File: config.mk
export PLATFORM = sky130hd
export DESIGN_NAME = mem_arbiter
export DESIGN_NICKNAME = d
export VERILOG_FILES = /design/src/rtl/mem_arbiter.sv
export SDC_FILE = /design/constraint.sdc
export NUM_CORES = 2
export LEC_CHECK = 0
export ABC_AREA = 0
export BUFFER_PORTS_ARGS = -buffer_cell sky130_fd_sc_hd__buf_2
export CAP_MARGIN = 30
export CORE_UTILIZATION = 60
export DETAILED_ROUTE_END_ITERATION = 10
export PLACE_DENSITY = 0.77
export SYNTH_ARGS = -nofsm -noshare
export SYNTH_HDL_FRONTEND = slang
export SYNTH_SLANG_ARGS = --single-unit
File: constraint.sdc
create_clock -name Clk -period 7 [get_ports Clk]
set_input_delay 0 -clock Clk [delete_from_list [all_inputs] [get_ports Clk]]
set_output_delay 0 -clock Clk [all_outputs]
set_load 0.01 [all_outputs]
File: src/rtl/mem_arbiter.sv
// rtl/mem_arbiter.sv - single-port word memory shared by two requesters with round-robin arbitration
module mem_arbiter #(
  parameter int DEPTH = 128,
  parameter int AW    = 8,
  parameter int DW    = 16
) (
  input  logic          Clk,
  input  logic          Reset,
  input  logic          a_req,
  input  logic          a_we,
  input  logic [AW-1:0] a_addr,
  input  logic [DW-1:0] a_wdata,
  output logic          a_ack,
  output logic [DW-1:0] a_rdata,
  input  logic          b_req,
  input  logic          b_we,
  input  logic [AW-1:0] b_addr,
  input  logic [DW-1:0] b_wdata,
  output logic          b_ack,
  output logic [DW-1:0] b_rdata,
  output logic          busy,
  output logic          last_grant,
  output logic          err
);

  localparam int IW = $clog2(DEPTH);
  localparam logic [1:0] S_IDLE   = 2'd0;
  localparam logic [1:0] S_ACCESS = 2'd1;
  localparam logic [1:0] S_RESP   = 2'd2;

  logic [1:0]    r_state;
  logic          r_winner;
  logic          r_we;
  logic [AW-1:0] r_addr;
  logic [DW-1:0] r_wdata;
  logic          r_err;
  logic          r_a_ack;
  logic          r_b_ack;
  logic [DW-1:0] r_a_rdata;
  logic [DW-1:0] r_b_rdata;
  logic          r_busy;
  logic          r_last_grant;
  logic          r_err_o;
  logic [DW-1:0] r_mem [DEPTH];

  logic          w_grant_b;
  logic          w_oob;
  logic [IW-1:0] w_idx;
  logic [DW-1:0] w_rd;

  // B wins when it is the only requester, or on contention when A was served last
  assign w_grant_b = b_req & (~a_req | ~r_last_grant);
  assign w_oob     = int'(r_addr) >= DEPTH;
  assign w_idx     = r_addr[IW-1:0];
  assign w_rd      = w_oob ? '0 : r_mem[w_idx];

  // Array is deliberately not reset; its image is loaded through port B
  always_ff @(posedge Clk) begin
    if (!Reset && r_state == S_ACCESS && r_we && !w_oob) begin
      r_mem[w_idx] <= r_wdata;
    end
  end

  always_ff @(posedge Clk) begin
    if (Reset) begin
      r_state      <= S_IDLE;
      r_winner     <= 1'b0;
      r_we         <= 1'b0;
      r_addr       <= '0;
      r_wdata      <= '0;
      r_err        <= 1'b0;
      r_a_ack      <= 1'b0;
      r_b_ack      <= 1'b0;
      r_a_rdata    <= '0;
      r_b_rdata    <= '0;
      r_busy       <= 1'b0;
      r_last_grant <= 1'b1;
      r_err_o      <= 1'b0;
    end else begin
      r_a_ack <= 1'b0;
      r_b_ack <= 1'b0;
      r_err_o <= 1'b0;
      case (r_state)
        S_IDLE: begin
          if (a_req || b_req) begin
            r_winner <= w_grant_b;
            r_we     <= w_grant_b ? b_we    : a_we;
            r_addr   <= w_grant_b ? b_addr  : a_addr;
            r_wdata  <= w_grant_b ? b_wdata : a_wdata;
            r_state  <= S_ACCESS;
            r_busy   <= 1'b1;
          end
        end
        S_ACCESS: begin
          r_err <= w_oob;
          if (!r_we) begin
            if (r_winner) r_b_rdata <= w_rd;
            else          r_a_rdata <= w_rd;
          end
          r_state <= S_RESP;
        end
        S_RESP: begin
          r_a_ack      <= ~r_winner;
          r_b_ack      <= r_winner;
          r_err_o      <= r_err;
          r_last_grant <= r_winner;
          r_state      <= S_IDLE;
          r_busy       <= 1'b0;
        end
        default: begin
          r_state <= S_IDLE;
          r_busy  <= 1'b0;
        end
      endcase
    end
  end

  assign a_ack      = r_a_ack;
  assign b_ack      = r_b_ack;
  assign a_rdata    = r_a_rdata;
  assign b_rdata    = r_b_rdata;
  assign busy       = r_busy;
  assign last_grant = r_last_grant;
  assign err        = r_err_o;

endmodule
# After elaboration in Yosys (flattened, before gate mapping)

Memory sizes are Yosys's and may differ from the RTL's. A register that Yosys moved wholly into a read port is not among the register bits.
Index checks and enable logic that the tools add are counted.

Flip-flop bits (word level): 66
Output and inout bits: 37
Memories: 1
Bits in writable memories: 2048

Memory list:

| name  | words | bits a word | rd ports | clocked after Yosys merged registers in | write ports | RTL line | RTL |
|---|---|---|---|---|---|---|---|
| r_mem | 128   | 16          | 1        | 1                                       | 1           | 44       | `logic [DW-1:0] r_mem [DEPTH];` |

Multiplexer cells: 12
Equality and inequality tests: 3
Magnitude comparators: 1
Reduce and logical (&&, ||, !) cells: 12
Bitwise logic cells: 8

Operator list:

| operator             | count |
|---|---|
| $mux W16             | 2 |
| $mux W7              | 2 |
| $ge A8 B8 Y1 const B | 1 |
| $mux W8              | 1 |
| $not A1 Y1           | 6 |
| $reduce_and A3 Y1    | 2 |
| $mux W1              | 4 |
| $pmux W2 S2          | 1 |
| $reduce_and A2 Y1    | 2 |
| $logic_and A1 B1 Y1  | 3 |
| $eq A2 B1 Y1 const B | 1 |
| $eq A2 B2 Y1 const B | 1 |
| $logic_not A1 Y1     | 2 |
| $logic_not A2 Y1     | 1 |
| $mux W2              | 1 |
| $ne A2 B2 Y1 const B | 1 |
| $pmux W1 S2          | 1 |
| $reduce_or A2 Y1     | 1 |
| $and A1 B1 Y1        | 1 |
| $logic_or A1 B1 Y1   | 1 |
| $or A1 B1 Y1         | 1 |

# Depth between registers and ports, before layout

Word-level depth: 6
Mapped depth: 11
Depth with buffers taken out: 6

# Worst setup path before layout

OpenSTA, ideal clock, no wires.

Path kind: register to register
From: register r_state[1]
To: memory r_mem[110][0] (enable)
Data arrival time: 2.181 ns
Period minus slack after synthesis: 2.570 ns
Buffers on the path: 1
Path slack: 4.430 ns
Stages on the path, launching flop included: 8
Library setup time: 0.388 ns
Cell sequence: dfxtp_1 -> nand2b_1 -> nor3_1 -> nand2_1 -> nor2_1 -> nand3_1 -> clkbuf_1 -> nor2_1

Cells in the longest elaborated chain, start to end: 6

Ends and longest elaborated chain:

| what                             | RTL line | RTL |
|---|---|---|
| from (decl)                      | 31       | `logic [1:0] r_state;` |
| from (signal assigned)           | 66       | `r_state <= S_IDLE;` |
| from (signal assigned)           | 90       | `r_state <= S_ACCESS;` |
| from (signal assigned)           | 100      | `r_state <= S_RESP;` |
| $eq A2 B1 Y1                     | 59       | `if (!Reset && r_state == S_ACCESS && r_we && !w_oob) begin` |
| $logic_and A1 B1 Y1 (3 in a row) | 59       |  |
| $mux W1                          | 59       |  |
| $mux W1 (implied by the code)    | 60       | `r_mem[w_idx] <= r_wdata;` |
| to (decl)                        | 44       |  |

No other way between the ends.

==> flow_summary.ini <==
[run_status]
outcome = complete, but fails checks
violations = antenna violations, max-capacitance violations, max-slew violations

[place]
placed_area_sq_um = 84920
dp_hpwl_mm = 113.8
dp_cells = 5765
port_buffers = 90
gp_congestion = 0.8765

[sta]
min_period_ns = 4.439
rsz0062_at_grt = no
relSlewSlack_pct = -5.023
fmax_mhz = 225.3
setup-violations-final = 0
setup_tns_ns = 0
final_hold_viol_count = 0
finalMaxSlewViolations = 7
worst_pin_slew_ns = 1.566
skew_ns = 0.05337
fin_crit_sh_pct = 63.41

[floorplanning]
rows = 134
num_io_pins = 91
die_w_microns = 370.7
die_area_sq_um = 137400
initial_core_util_pct = 60.81
core_area_sq_um = 134100
die_h_microns = 370.7

[finish]
syn2layout_area_growth_pct = 12.93
finalNetCount = 4331
drive_gt1_share_pct = 22.71
instances_no_fill = 6224
finish.instance_area_sq_um = 92110
fillCellCount = 7985
fin_util_pct = 68.68

[clocking]
htree_levels = 4
cts.clk_slew.worst_paths_ns = 0.06
cts_setup_buffers = 0
cts_buffer_depth = 3
holdBufCountCts = 71
cts_buffers = 202
cts.sinks = 2121
cts_tree = done
clk-insertion-delay-late_ns = 0.84
cts-root-buf = clkbuf_16
cts_resized = 0

[synthesis]
ys_types = 39
synth_area_sq_um = 81570
synth_common_cells = 2048 x edfxtp_1, 384 x mux4_2, 332 x mux2i_1, 187 x nor2_1, 127 x a211oi_1
synth.top_cells.by_area = edfxtp_1 75%, mux4_2 11%, mux2i_1 4.1%
ys_warn_count = 0
ys_seq_area_share_pct = 77.19
synth_top_area_share_pct = 75.40
synth_edf_count = 2048
netlist_instances = 3943
synth_nets = 3997
avgSynthCellArea_sq_um = 20.69
synthMostInstantiatedCell = edfxtp_1
dominantRegCellSynth = edfxtp_1
synth_top_area_cell = edfxtp_1
ys_async_sr_fraction_pct = 0
ys_ff_latch = 2121

[global_routing]
grt_antenna_before_repair = 10
grtUsageTotal_pct = 29.79
grt_pass1_vias = 42070
overflow = 0
grt_pass1_wl_mm = 290.9
grt_max_degree = 124

[route]
routedWlPerCell_microns = 32.57
vias_per_cell = 6.816
via_count = 42420
drc = 0
wl_mm = 202.7
ant_nets = 1
dr.pass1.iters = 5
first_iter_violations = 5994

[power_and_ir_drop]
leakage_nw = 28.96
powerDensity_nw_per_um2 = 296.4
report.power.total_mw = 27.31
peakVddDrop_mv = 0.2820

[flow_run]
cap_viol_max_count = 1

[critical_path]
path_cells = buf_12, mux4_2, nor2_1, a2111oi_0, nor4_1, o41ai_1, buf_2, a32o_1
timing.rr.end = a_rdata[12]$_SDFFE_PP0P_
crit_arrival_ns = 5.17
worstPathRequired_ns = 7.73
crit_path_max_incr_delay_ns = 0.96
crit_path_top_delay_cell = dfxtp_4
worstPathMaxFanout = 123
regToRegSetupSlack_ns = 2.56
end_kind = flip-flop
cp-start-kind = flip-flop
r2r_cells = 8
path_class = flip-flop to flip-flop

[hold_path]
holdCritStartpoint = b_addr[7]
hold_path_depth = 4
whs_endpoint = r_addr[7]$_SDFFE_PP0P_
hold_class = input port to flip-flop
## layout make-up
| type | count | area (sq um) | area share [%] |
|---|---|---|---|
| clock inverter | 102 | 893.4 | 0.9698 |
| multi-input combinational | 1577 | 17440 | 18.93 |
| antenna | 8 | 20.02 | 0.02173 |
| inverter | 1 | 3.754 | 0.004075 |
| tap | 1768 | 2212 | 2.401 |
| timing repair buffer | 374 | 3053 | 3.314 |
| sequential | 2121 | 63040 | 68.44 |
| clock buffer | 273 | 5453 | 5.920 |
## how the worst max path moves through the flow
| stage | end | depth (start not counted) | startpoint | slack, ns |
|---|---|---|---|---|
| 2_1_floorplan | r_mem[110][0]$_DFFE_PP_ | 7 | r_state[1]$_SDFFE_PP0N_ | 4.43 |
| 3_3_place_gp | a_rdata[12]$_SDFFE_PP0P_ | 7 | flip-flop | 2.46 |
| 3_5_place_dp | b_rdata[12]$_SDFFE_PP0P_ | 8 | flip-flop | 2.61 |
| 4_1_cts | a_rdata[12]$_SDFFE_PP0P_ | 8 | flip-flop | 2.59 |
| 5_1_grt | a_rdata[12]$_SDFFE_PP0P_ | 8 | flip-flop | 2.49 |
| 6_report | a_rdata[12]$_SDFFE_PP0P_ | 8 | flip-flop | 2.56 |
## worst max-delay path, delay by kind of cell, from the launching register on
kind	cells	cell delay [ns]
AOI/OAI and AO/OA	3	0.69
buffers and inverters	2	0.89
DFF	1	0.96
muxes	1	0.59
and+or+nand+nor	2	1.09
## placed cells by master (no fill, tap or decap), drive strengths merged, types with 16 or more instances in the layout
master and n:
or4 16, dfxtp 73, mux4 384, a21oi 45
clkbuf 274, a32o 32, edfxtp 2048, a211oi 131
clkinv 88, mux2i 332, a221oi 43, nand2b 18
nand3 41, a22o 31, nor4 16, o21ai 33
nor2b 80, a2111oi 16, a22oi 96, nand2 35
dlygate4sd3 71, buf 302, nor2 187, o41ai 16
## cell families after synthesis
kind of cell	Yosys count	synth area share, %
buffers and inverters	245	1.502
AND/OR/NAND/NOR	416	2.490
flip-flops	2121	77.19
AO/OA/AOI/OAI	445	4.142
multiplexers	716	14.68
## routing by layer
metal / track usage (%) / vias up / share of wire, %
li1: - / 17150 / -
met1: 41.44 / 21930 / 37
met2: 46.63 / 2901 / 48
met3: 6.775 / 439 / 11
met4: 11.32 / 10 / 3.9
met5: 0 / - / 0.022
## power by group
group | switching, mW | leakage, nW | total [mW] | internal (mW)
clock | 4.68 | 3.10 | 10.5 | 5.78
sequential | 0.266 | 19.2 | 14.5 | 14.2
combinational | 1.49 | 6.63 | 2.39 | 0.906
## registers in the layout (all words and copies together) (netlist names), 2 cells and up, named ones only
signal and flops:
r_mem 2048, a_rdata 16, b_rdata 16, r_wdata 16
r_addr 8, r_state 2
## through the flow
stage               hold WS [ns]  worst slack [ns]
floorplan                 0.2113             4.430
detailed placement        0.3623             2.609
global route              0.1230             2.487
finish                    0.1318             2.561
global placement          0.3607             2.463
CTS                      0.09737             2.586
Power figures use the tool's default switching activity.
